### src/rtl/shift_deserializer_if.sv
// shift_deserializer_if: serial-link and word-side handshake bundle for
// shift_deserializer.
//   si, bit_valid, abort      serial bit stream, strobe and frame abort
//   data, data_valid          received word and its valid flag
//   data_ready                consumer accept
//   par_err                   parity result for the word on data
//   overrun, clr_ovr          sticky dropped-word flag and its clear
//   busy                      receiver is inside a frame
// Modport master is the receiver; slave is the link driver / consumer.
interface shift_deserializer_if #(
   parameter int unsigned N = 4
);
   logic         si;
   logic         bit_valid;
   logic         abort;
   logic [N-1:0] data;
   logic         data_valid;
   logic         data_ready;
   logic         par_err;
   logic         overrun;
   logic         clr_ovr;
   logic         busy;

   modport master (
      input  si, bit_valid, abort, data_ready, clr_ovr,
      output data, data_valid, par_err, overrun, busy
   );

   modport slave (
      output si, bit_valid, abort, data_ready, clr_ovr,
      input  data, data_valid, par_err, overrun, busy
   );
endinterface

### src/rtl/shift_deserializer.sv
// shift_deserializer: LSB-first serial-to-parallel receiver with a registered
// valid/ready word output, sticky overrun flag and optional parity check.
// Ports:
//   clk      rising-edge clock
//   reset_n  asynchronous active-low reset
//   bus      shift_deserializer_if.master (si, bit_valid, abort, data,
//            data_valid, data_ready, par_err, overrun, clr_ovr, busy)
// Build option: define DESER_PARITY_EN to append one even-parity bit to each
// frame and report par_err; otherwise frames are N data bits and par_err = 0.
module shift_deserializer #(
   parameter int unsigned N = 4
) (
   input  logic                   clk,
   input  logic                   reset_n,
   shift_deserializer_if.master   bus
);
   localparam int unsigned CW = $clog2(N + 1);

`ifdef DESER_PARITY_EN
   typedef enum logic [1:0] {IDLE, SHIFT, PARITY} state_t;
`else
   typedef enum logic [1:0] {IDLE, SHIFT} state_t;
`endif

   state_t        state;
   logic [CW-1:0] bit_cnt;
   logic [N-1:0]  shift_reg;
   logic [N-1:0]  shift_in;
   logic          word_done;
   logic [N-1:0]  word_next;
   logic          par_next;
   logic          load_ok;

   always_comb begin
      shift_in  = {bus.si, shift_reg[N-1:1]};
      word_done = 1'b0;
      word_next = shift_in;
      par_next  = 1'b0;
`ifdef DESER_PARITY_EN
      // Data bits are already in shift_reg; this strobe carries the parity bit.
      word_done = bus.bit_valid && !bus.abort && (state == PARITY);
      word_next = shift_reg;
      par_next  = (^shift_reg) ^ bus.si;
`else
      word_done = bus.bit_valid && !bus.abort && (state == SHIFT) &&
                  (bit_cnt == CW'(N - 1));
`endif
      load_ok = !bus.data_valid || bus.data_ready;
   end

   always_ff @(posedge clk or negedge reset_n) begin
      if (!reset_n) begin
         state          <= IDLE;
         bit_cnt        <= '0;
         shift_reg      <= '0;
         bus.busy       <= 1'b0;
         bus.data       <= '0;
         bus.data_valid <= 1'b0;
         bus.par_err    <= 1'b0;
         bus.overrun    <= 1'b0;
      end else begin
         // Frame FSM
         if (bus.abort) begin
            state     <= IDLE;
            bit_cnt   <= '0;
            shift_reg <= '0;
            bus.busy  <= 1'b0;
         end else if (bus.bit_valid) begin
            case (state)
               IDLE: begin
                  shift_reg <= shift_in;
                  bit_cnt   <= CW'(1);
                  state     <= SHIFT;
                  bus.busy  <= 1'b1;
               end
               SHIFT: begin
                  shift_reg <= shift_in;
                  if (bit_cnt == CW'(N - 1)) begin
                     bit_cnt <= '0;
`ifdef DESER_PARITY_EN
                     state    <= PARITY;
                     bus.busy <= 1'b1;
`else
                     state    <= IDLE;
                     bus.busy <= 1'b0;
`endif
                  end else begin
                     bit_cnt <= bit_cnt + CW'(1);
                  end
               end
`ifdef DESER_PARITY_EN
               PARITY: begin
                  state    <= IDLE;
                  bus.busy <= 1'b0;
               end
`endif
               default: begin
                  state    <= IDLE;
                  bus.busy <= 1'b0;
               end
            endcase
         end

         // Output register and handshake; a completing word and a same-cycle
         // accept load back-to-back without a bubble.
         if (word_done && load_ok) begin
            bus.data       <= word_next;
            bus.par_err    <= par_next;
            bus.data_valid <= 1'b1;
         end else if (bus.data_valid && bus.data_ready) begin
            bus.data_valid <= 1'b0;
         end

         // Set wins over clear.
         if (word_done && !load_ok)
            bus.overrun <= 1'b1;
         else if (bus.clr_ovr)
            bus.overrun <= 1'b0;
      end
   end
endmodule

### src/flat_wrapper.sv
// flat-port wrapper written by rule: the top's interface ports become plain ports
module shift_deserializer_flat 
#(
   parameter int unsigned N = 4
)
  (clk, reset_n, bus_si, bus_bit_valid, bus_abort, bus_data_ready, bus_clr_ovr, bus_data, bus_data_valid, bus_par_err, bus_overrun, bus_busy);
  shift_deserializer_if #(.N(N)) bus_i ();
  input  logic clk;
  input  logic reset_n;
  input wire logic [$bits(bus_i.si)-1:0] bus_si;
  input wire logic [$bits(bus_i.bit_valid)-1:0] bus_bit_valid;
  input wire logic [$bits(bus_i.abort)-1:0] bus_abort;
  input wire logic [$bits(bus_i.data_ready)-1:0] bus_data_ready;
  input wire logic [$bits(bus_i.clr_ovr)-1:0] bus_clr_ovr;
  output wire logic [$bits(bus_i.data)-1:0] bus_data;
  output wire logic [$bits(bus_i.data_valid)-1:0] bus_data_valid;
  output wire logic [$bits(bus_i.par_err)-1:0] bus_par_err;
  output wire logic [$bits(bus_i.overrun)-1:0] bus_overrun;
  output wire logic [$bits(bus_i.busy)-1:0] bus_busy;
  assign bus_i.si = bus_si;
  assign bus_i.bit_valid = bus_bit_valid;
  assign bus_i.abort = bus_abort;
  assign bus_i.data_ready = bus_data_ready;
  assign bus_i.clr_ovr = bus_clr_ovr;
  assign bus_data = bus_i.data;
  assign bus_data_valid = bus_i.data_valid;
  assign bus_par_err = bus_i.par_err;
  assign bus_overrun = bus_i.overrun;
  assign bus_busy = bus_i.busy;
  shift_deserializer #(.N(N)) u_core (.clk(clk), .reset_n(reset_n), .bus(bus_i));
endmodule
### config.mk
export PLATFORM = sky130hd
export DESIGN_NAME = shift_deserializer_flat
export DESIGN_NICKNAME = d
export VERILOG_FILES = /design/src/rtl/shift_deserializer_if.sv /design/src/rtl/shift_deserializer.sv /design/src/flat_wrapper.sv
export SDC_FILE = /design/constraint.sdc
export NUM_CORES = 1
export LEC_CHECK = 0
export CAP_MARGIN = 20
export CORE_AREA = 2 2 39 41
export CTS_CLUSTER_SIZE = 10
export DETAILED_ROUTE_END_ITERATION = 6
export DIE_AREA = 0 0 41 43
export HOLD_SLACK_MARGIN = 0.03
export PLACE_DENSITY = 0.72
export SYNTH_ARGS = -nofsm -noshare
export SYNTH_HDL_FRONTEND = slang
export SYNTH_SLANG_ARGS = --single-unit
### constraint.sdc
create_clock -name clk -period 2.35 [get_ports clk]
set_input_delay 0.47 -clock clk [delete_from_list [all_inputs] [get_ports clk]]
set_output_delay 0.47 -clock clk [all_outputs]
set_load 0.01 [all_outputs]
# ---- Word level (Yosys, flattened, before mapping)
# Cells that the tools add are included.
dict set report totals {
  reg_bits 16
  inputBits 7
}
dict set report classes {
  n_addsub 1
  reduce_logical 20
  muxes 19
  n_eq_ne 3
}
# op n
set op_table {}
lappend op_table {{$mux W4} 3}
lappend op_table {{$mux W3} 3}
lappend op_table {{$reduce_bool A2 Y1} 4}
lappend op_table {{$mux W1} 7}
lappend op_table {{$logic_and A1 B1 Y1} 6}
lappend op_table {{$mux W2} 3}
lappend op_table {{$pmux W3 S2} 1}
lappend op_table {{$reduce_and A2 Y1} 3}
lappend op_table {{$pmux W2 S2} 1}
lappend op_table {{$add A3 B1 Y3 const B} 1}
lappend op_table {{$eq A3 B2 Y1 const B} 1}
lappend op_table {{$logic_not A1 Y1} 3}
lappend op_table {{$ne A3 B3 Y1 const B} 1}
lappend op_table {{$reduce_bool A3 Y1} 1}
lappend op_table {{$eq A2 B1 Y1 const B} 1}
lappend op_table {{$logic_not A2 Y1} 1}
lappend op_table {{$pmux W1 S2} 1}
lappend op_table {{$reduce_or A2 Y1} 1}
lappend op_table {{$logic_or A1 B1 Y1} 1}

# ---- Longest topological paths before layout
# Gate-level depths: netlist of run 1.
dict set report depth {
  depth_word 6
  ltp_mapped 4
  ltp_nobuf 4
}

# ---- Least setup slack after synthesis of run 1
# Ideal clock, no wire load.
dict set report synth_path {
  path_kind {input-to-reg}
  start {input bus_bit_valid}
  end {register u_core.bus.data[3]}
  n_path_buf 1
  t_arrival_ps 1343
  stages 4
  required_time_ps 2225
  slack_ps 883
  setup_ps 125
  path_cell_list {buf_6 > and3b_4 > and4b_4 > mux2_2}
}
dict set report synth_between {
  elab_chain_len 4
}
# item line_no
set synth_lines {}
lappend synth_lines {{start: declaration} flat_wrapper.sv:11} ;# input wire logic [$bits(bus_i.bit_valid)-1:0] bus_bit_valid;
lappend synth_lines {{$logic_and A1 B1 Y1 (3 in series)} shift_deserializer.sv:45} ;# word_done = bus.bit_valid && !bus.abort && (state == SHIFT) &&
lappend synth_lines {{$logic_and A1 B1 Y1} shift_deserializer.sv:106} ;# if (word_done && load_ok) begin
lappend synth_lines {{end signal: assignment} shift_deserializer.sv:107} ;# bus.data <= word_next;
lappend synth_lines {{end: declaration} shift_deserializer_if.sv:26} ;# output data, data_valid, par_err, overrun, busy
# No other way between the ends.
# A chain may end at the register's enable or synchronous reset.

==> results of run 1 <==
==> logic make-up after synthesis <==
group           count (synthesis)  share of synthesized area, %
simple gates                   13                          14.1
other cells                     1                         0.659
buf+inv                         5                          5.27
mux                             7                          13.2
fa+ha+maj                       1                          2.20
compound gates                  6                          7.47
flops                          13                          57.1
==> power by group through the flow <==
stage,Combinational (uW),Sequential (uW),Clock (uW)
floorplan,18.3,239,0
global placement,38.8,239,0
detailed placement,39.7,239,0
CTS,39.8,235,140
global route,43.5,236,147
finish,39.0,235,138
==> Yosys cell counts <==
master,number
a211oi_1,2
a21o_1,1
a21oi_1,1
a311oi_1,1
and3b_4,1
and4b_4,1
buf_4,1
buf_6,1
clkbuf_1,1
conb_1,1
dfrtp_1,13
ha_1,1
inv_1,2
mux2_2,4
mux2i_1,3
nand2_1,1
nand2b_1,3
nand3_1,1
nand3b_1,1
nor2_1,5
o22ai_1,1
==> final cells by class <==
class / count / area, um2 / area share (%)
flip-flops and latches: 13 / 325 / 44.1
well taps: 16 / 20.0 / 2.71
clock buffers: 4 / 26.3 / 3.56
inverters: 2 / 7.51 / 1.02
repair buffers: 15 / 145 / 19.7
multi-input cells: 28 / 214 / 29.0
==> routing by layer <==
metal,global-route usage [%],share of wire (%),vias to the layer above
met4,10.0,1.4,0
li1,-,-,188
met2,18.8,45,9
met5,0,0,-
met3,3.14,5.2,2
met1,19.9,48,177
==> metrics by stage <==
step / total power (uW) / util, % / setup slack, ps / hold WS [ps]
global route: 426 / 53.3 / 491 / 526
finish: 412 / 53.3 / 547 / 512
CTS: 415 / 53.3 / 551 / 512
global placement: 278 / 51.4 / 481 / 487
detailed placement: 279 / 51.4 / 467 / 494
floorplan: 257 / - / 883 / 174
==> path summary, 6_finish.rpt <==
path | endpoint | slack [ps] | cells after the start
max | bus_busy | 550 | 1
min | u_core.bus.data[1] | 510 | 1
max reg2reg | u_core.bus.data[2] | 810 | 4
min reg2reg | u_core.bus.data[1] | 510 | 1
max in group asynchronous | u_core.shift_reg[2] | 1410 | 1
min in group asynchronous | u_core.bit_cnt[1] | 550 | 1
==> metrics, run 1 <==
status finished clean; gpl congestion 0.704; arrival time worst endpoint 1330 ps; Top Ports 15; Critical-path top delay cell clkdlybuf4s50_1; antenna-violating nets left 0; FMAX 554 MHz; post-synth top area cell dfrtp_1; clk_skew 9.34 ps; Final Slew Violations 0; clock latency on the worst-skew pair 270 ps; Cell variety after synth 21; post-synthesis sequential area ratio 57.1%; H-Tree Depth 1; post-synthesis cell count 46; max reg flops 4; commonest non-fill, non-tap cells in the layout clkdlybuf4s50_1, dfrtp_1, nor2_1, mux2_2; DP HPWL 712 um; Clk pwr share 33.5%; via count 376; Logic pwr share 9.5%; Setup CP Type flop to output port; Clock Tree Buf Depth 2; worst-path maximum fanout 8; largest net degree at the start of global routing 14; Cells after DPL 74; HP Class flop to flop; clock sinks 13; final setup violation count 0; Ant. Diodes 0; Worst Setup SP u_core.state[0]; wire per inst 12.5 um; DP Area 712 um2; Worst Hold Launch u_core.bus.data[1]; drt drc 0; Crit path buffers/inverters 1; setup TNS 0 ps; post-synthesis area per instance 12.4 um2; crit path cell chain clkdlybuf4s50_1; nets 71; share of the synthesized area in the top cell type 57.1%; delay-heaviest family, CP buffers and inverters; Die Area 1760 um2; worst reg2reg path startpoint u_core.bit_cnt[0]; number of port buffers 13; RSZ-0062 raised after global routing no; sequential share of power 57.0%; worst path required time 1880 ps; Yosys Warn Count 0; setup repair bufs after CTS 0; hold buffer count at CTS 0; max-cap viol count 0; CTS clk-pin slew, worst paths 90 ps; Cell Int Power 317 uW; leakage power 0.000346 uW; antenna violations before repair 0; syn_nets 54; GRT Util Overall 14.2%; Synth Register Bits 13; cell area after synthesis 569 um2; vias in the first global route 376; pwr/cell area 558 nW/um2; grt ovf 0; core area 1380 um2; Die X 41 um; Worst VDD drop 0.273 mV; Detailed Routing Iterations Pass 1 2; Die Height 43 um; # rows 14; CP Capture Type output port; Final period util 76.7%; first-pass GRT wire length 1640 um; max_slew headroom 61.6%; final instance area 738 um2; initial core utilization 41.1%; CTS tree built; root buf cell clkbuf_4; Area Growth Syn to Fin 29.7%; crit path time final 1800 ps; crit start category flop; Slowest Stage Delay on Critical Path 580 ps; Sw Pwr 95.1 uW; Inserted Clock Buffers 3; Routed WL 977 um; layout cell share with drive strength beyond 1 17.7%; drt initial violations 3; fill cell count 124; vias per inst 4.82; top cells by area, synth dfrtp_1, mux2_2, mux2i_1, nand2b_1, nor2_1; Layout Cells excl Fill 78; Post-CTS Resized 0; Sw Ratio 23.1%; Fin. Hold Viols 0; Worst-Margin Slew 575 ps
Note: power is estimated with default switching activity, not from simulation.
==> inputs of run 2 (changes only) <==
- clock period: 2.35 -> 1.7 ns (I/O delays scaled with it)
==> metrics, run 2 (same netlist as run 1, synthesis figures left out) <==
Die X 41 um (unchanged); CTS clk-pin slew, worst paths 80 ps (about the same); nets 73 (+2.8%); DP HPWL 750 um (+5.3%); worst reg2reg path startpoint u_core.bit_cnt[0]; grt ovf 0 (unchanged); Inserted Clock Buffers 3 (unchanged); FF-to-FF setup slack 190 ps (-620 ps); commonest non-fill, non-tap cell in the layout clkdlybuf4s50_1; leakage power 0.000354 uW (+2.4%); status finished clean; crit start category flop; FMAX 623 MHz; crit path cell chain clkdlybuf4s50_1; arrival time worst endpoint 1260 ps (-70 ps); final setup violation count 0 (unchanged); H-Tree Depth 1 (unchanged); via count 403 (+7.2%); wire per inst 12.5 um (-0.10%); CP Capture Type output port; r2r endpoint u_core.bus.data[2]; RSZ-0062 raised after global routing no; gpl congestion 0.666 (-5.3%); Critical-path top delay cell clkdlybuf4s50_1; crit path time final 1600 ps; Clk pwr share 32.8% (-0.7 points); Worst VDD drop 0.630 mV (+130%); Logic pwr share 9.7% (+0.2 points); Sw Pwr 127 uW (+34%); Area Growth Syn to Fin 32.5%; Layout Cells excl Fill 80 (+2.6%); Cell Int Power 439 uW (+38%); drt initial violations 1 (-2); antenna violations before repair 0 (unchanged); number of port buffers 13 (unchanged); commonest non-fill, non-tap cells in the layout clkdlybuf4s50_1, dfrtp_1, nor2_1, mux2_2, buf_4; largest net degree at the start of global routing 14 (unchanged); root buf cell clkbuf_4; hold buffer count at CTS 0 (unchanged); max-cap viol count 0 (unchanged); delay-heaviest family, CP buffers and inverters; layout cell share with drive strength beyond 1 21.9% (+4.1 points); Worst R2R Path Depth 4 (unchanged); vias per inst 5.04 (+4.5%); Crit path buffers/inverters 1 (unchanged); Worst-Margin Slew 578 ps (+3.04 ps); Die Height 43 um (unchanged); vias in the first global route 380 (+1.1%); sequential share of power 57.5% (+0.5 points); pwr/cell area 750 nW/um2 (+34%); max_slew headroom 61.4% (-0.20 points); antenna-violating nets left 0 (unchanged); setup TNS 0 ps (unchanged); clk_skew 2.95 ps (-6.38 ps); Final Slew Violations 0 (unchanged); Detailed Routing Iterations Pass 1 2 (unchanged); drt drc 0 (unchanged); worst path required time 1360 ps (-520 ps); Fin. Hold Viols 0 (unchanged); # rows 14 (unchanged); clock sinks 13 (unchanged); setup slack at placement -46.7 ps (-514 ps); GRT Util Overall 14.2% (-0.088 points); Clock Tree Buf Depth 2 (unchanged); Die Area 1760 um2 (unchanged); Cells after DPL 76 (+2.7%); clock latency on the worst-skew pair 260 ps (about the same); final worst slack 95.7 ps (-451 ps); WP depth 1 (unchanged); Ant. Diodes 0 (unchanged); Slowest Stage Delay on Critical Path 560 ps (-20 ps); Routed WL 1000 um (+2.5%); CTS tree built; final hold slack 437 ps (-74.9 ps); Top Ports 15 (unchanged); initial core utilization 41.1% (unchanged); first-pass GRT wire length 1680 um (+2.5%); HP Class input port to asynchronous set/reset pin; max reg flops 4 (unchanged); Final period util 94.4%; worst-path maximum fanout 8 (unchanged); core area 1380 um2 (unchanged); Setup CP Type flop to output port; Sw Ratio 22.5% (-0.60 points)
[run 2: cell count changes in the layout (fill, tap and decap cells not counted), sizes merged]
cell  before  now
buf        2    4
[run 2: power groups by stage]
| stage | Sequential (uW) | Combinational, uW | Clock (uW) |
|---|---|---|---|
| finish | 325 | 55.1 | 186 |
| global route | 327 | 61.1 | 203 |
| global placement | 331 | 54.3 | 0 |
| CTS | 325 | 56.0 | 192 |
| floorplan | 330 | 25.3 | 0 |
| detailed placement | 331 | 55.6 | 0 |
[run 2: stage by stage]
| step | power [uW] | util, % | instance area (um2) |
|---|---|---|---|
| floorplan | 356 | - | 569 |
| global placement | 385 | 52.5 | 727 |
| detailed placement | 387 | 52.5 | 727 |
| CTS | 573 | 54.4 | 753 |
| global route | 591 | 54.5 | 754 |
| finish | 566 | 54.5 | 754 |
[run 2: final cells by class]
| type | count | area [um2] |
|---|---|---|
| timing repair buffer | 17 | 160 |
| sequential | 13 | 327 |
| tap | 16 | 20.0 |
| fill | 135 | 629 |
| inverter | 2 | 7.51 |
| clock buffer | 4 | 26.3 |
| multi-input combinational | 28 | 214 |
[run 2: how the worst max path moves through the flow]
stage                            from            endpoint  slack (ps)
CTS                   u_core.state[0]            bus_busy          20
global placement        bus_bit_valid  u_core.bus.data[2]         -20
finish                u_core.state[0]            bus_busy         100
global route          u_core.state[0]            bus_busy          50
detailed placement      bus_bit_valid  u_core.bus.data[2]         -50
floorplan           u_core.bit_cnt[0]  u_core.bus.data[3]         290
[run 2: per-layer routing]
| layer | up-vias | share of wire (%) | global-route usage, % |
|---|---|---|---|
| li1 | 196 | - | - |
| met1 | 196 | 48 | 19.0 |
| met2 | 9 | 47 | 21.3 |
| met3 | 2 | 5.3 | 3.14 |
| met4 | 0 | 0.40 | 6.00 |
| met5 | - | 0 | 0 |
[run 2: timing repair]
item                       CTS  global route
hold endpoints to repair     0             0
setup endpoints to repair    0             1
setup buffers                0             0
resized for setup            0             1
==> inputs of run 3 (changes only) <==
- CAP_MARGIN: 20 -> 30
- SETUP_SLACK_MARGIN: unset -> 0.4
- clock period: 1.7 -> 2.05 ns (I/O delays scaled with it)
==> metrics, run 3 (same netlist as run 1, synthesis figures left out) <==
status finished clean; Area Growth Syn to Fin 31.2%; final worst slack 473 ps (+377 ps); Worst R2R Path Depth 4 (unchanged); vias in the first global route 413 (+8.7%); nets 72 (-1.4%); Fin. Hold Viols 0 (unchanged); Top Ports 15 (unchanged); met3 Use GR 4.71% (+1.6 points); Crit path buffers/inverters 1 (unchanged); via count 401 (-0.50%); leakage power 0.000349 uW (-1.3%); commonest non-fill, non-tap cell in the layout clkdlybuf4s50_1; Clock Tree Buf Depth 2 (unchanged); Worst VDD drop 0.440 mV (-30%); FMAX 634 MHz; grt ovf 0 (unchanged); r2r endpoint u_core.bus.data[2]; hold buffer count at CTS 0 (unchanged); grt met1 use 22.2% (+3.2 points); CTS clk-pin slew, worst paths 80 ps (about the same); wire per inst 12.9 um (+3.0%); DP Area 712 um2 (-2.1%); Die Area 1760 um2 (unchanged); FF-to-FF setup slack 540 ps (+350 ps); Final period util 76.9%; Detailed Routing Iterations Pass 1 4 (+2); gpl congestion 0.682 (+2.4%); Routed WL 1020 um (+1.7%); clock latency on the worst-skew pair 260 ps (about the same); worst reg2reg path startpoint u_core.bit_cnt[0]; CP Capture Type output port; drt initial violations 4 (+3); initial core utilization 41.1% (unchanged); crit path cell chain clkdlybuf4s50_1; commonest non-fill, non-tap cells in the layout clkdlybuf4s50_1, dfrtp_1, nor2_1, mux2_2; worst-path maximum fanout 2 (-6); root buf cell clkbuf_4; vias per inst 5.08 (+0.76%); GRT Util Overall 15.4% (+1.3 points); crit start category flop; clk_skew 3.41 ps (+0.460 ps); final setup violation count 0 (unchanged); Inserted Clock Buffers 3 (unchanged); final instance area 747 um2 (-1.0%); layout cell share with drive strength beyond 1 20.6% (-1.2 points); first-pass GRT wire length 1870 um (+12%); Setup CP Type flop to output port; Ant. Diodes 0 (unchanged); max reg flops 4 (unchanged); Slowest Stage Delay on Critical Path 530 ps (-30 ps); max-cap viol count 0 (unchanged); fin util 54.0% (-0.54 points); HP Class input port to asynchronous set/reset pin; delay-heaviest family, CP buffers and inverters; RSZ-0062 raised after global routing no; Worst-Margin Slew 558 ps (-19.9 ps); Final Slew Violations 0 (unchanged); Tot Pwr 467 uW (-18%); Die Height 43 um (unchanged); core area 1380 um2 (unchanged); H-Tree Depth 1 (unchanged); max_slew headroom 62.7% (+1.3 points); clock sinks 13 (unchanged); setup slack at placement 235 ps (+282 ps); largest net degree at the start of global routing 14 (unchanged); pwr/cell area 625 nW/um2 (-17%); CTS tree built; Die X 41 um (unchanged); M2 GR Usage 22.2% (+0.94 points); gr busiest metal met2; DP HPWL 744 um (-0.79%); antenna violations before repair 0 (unchanged); drt drc 0 (unchanged); crit path time final 1580 ps; Critical-path top delay cell clkdlybuf4s50_1; number of port buffers 13 (unchanged); worst path required time 1640 ps (+280 ps); # rows 14 (unchanged); antenna-violating nets left 0 (unchanged); arrival time worst endpoint 1170 ps (-90 ps); setup TNS 0 ps (unchanged)
run 3: cell count changes in the layout (fill, tap and decap cells not counted), sizes merged:
cell | before | now
buf | 4 | 3
run 3: metrics by stage:
stage / instances / hold WS, ps
2_1_floorplan: 46 / 114
3_3_place_gp: 74 / 492
3_5_place_dp: 74 / 508
4_1_cts: 79 / 521
5_1_grt: 79 / 542
6_report: 79 / 501
run 3: cell type report:
type / instances / area (um2)
inverter: 2 / 7.51
tap: 16 / 20.0
sequential: 13 / 327
timing repair buffer: 16 / 153
fill: 126 / 637
multi-input combinational: 28 / 214
clock buffer: 4 / 26.3
run 3: routing by layer:
layer  part of all wire [%]  up-vias  routed length, um
li1                       -      193                  -
met3                    5.5        2                 56
met2                     49       11                494
met5                      0        -                  0
met4                   0.39        0                  4
met1                     45      195                462
run 3: power by group:
group | internal (uW) | leakage (uW) | switching [uW]
Clock | 75.1 | 0.0000150 | 74.7
Sequential | 263 | 0.000176 | 4.54
Combinational | 27.0 | 0.000158 | 22.3
run 3: timing repair:
item,4_1_cts,5_1_grt
gates resized for setup,1,0
setup endpoints to repair,1,0
buffers inserted,1,0
run 3: worst max-delay path by stage:
stage	to	cells after the start	startpoint	slack (ps)
after floorplan	u_core.bus.data[3]	4	u_core.bit_cnt[0]	640
after global placement	u_core.bus.data[2]	4	bus_bit_valid	240
after detailed placement	u_core.bus.data[0]	4	bus_bit_valid	240
after CTS	bus_data[0]	1	u_core.bus.data[0]	460
after global routing	bus_busy	1	u_core.state[0]	430
final	bus_busy	1	u_core.state[0]	470
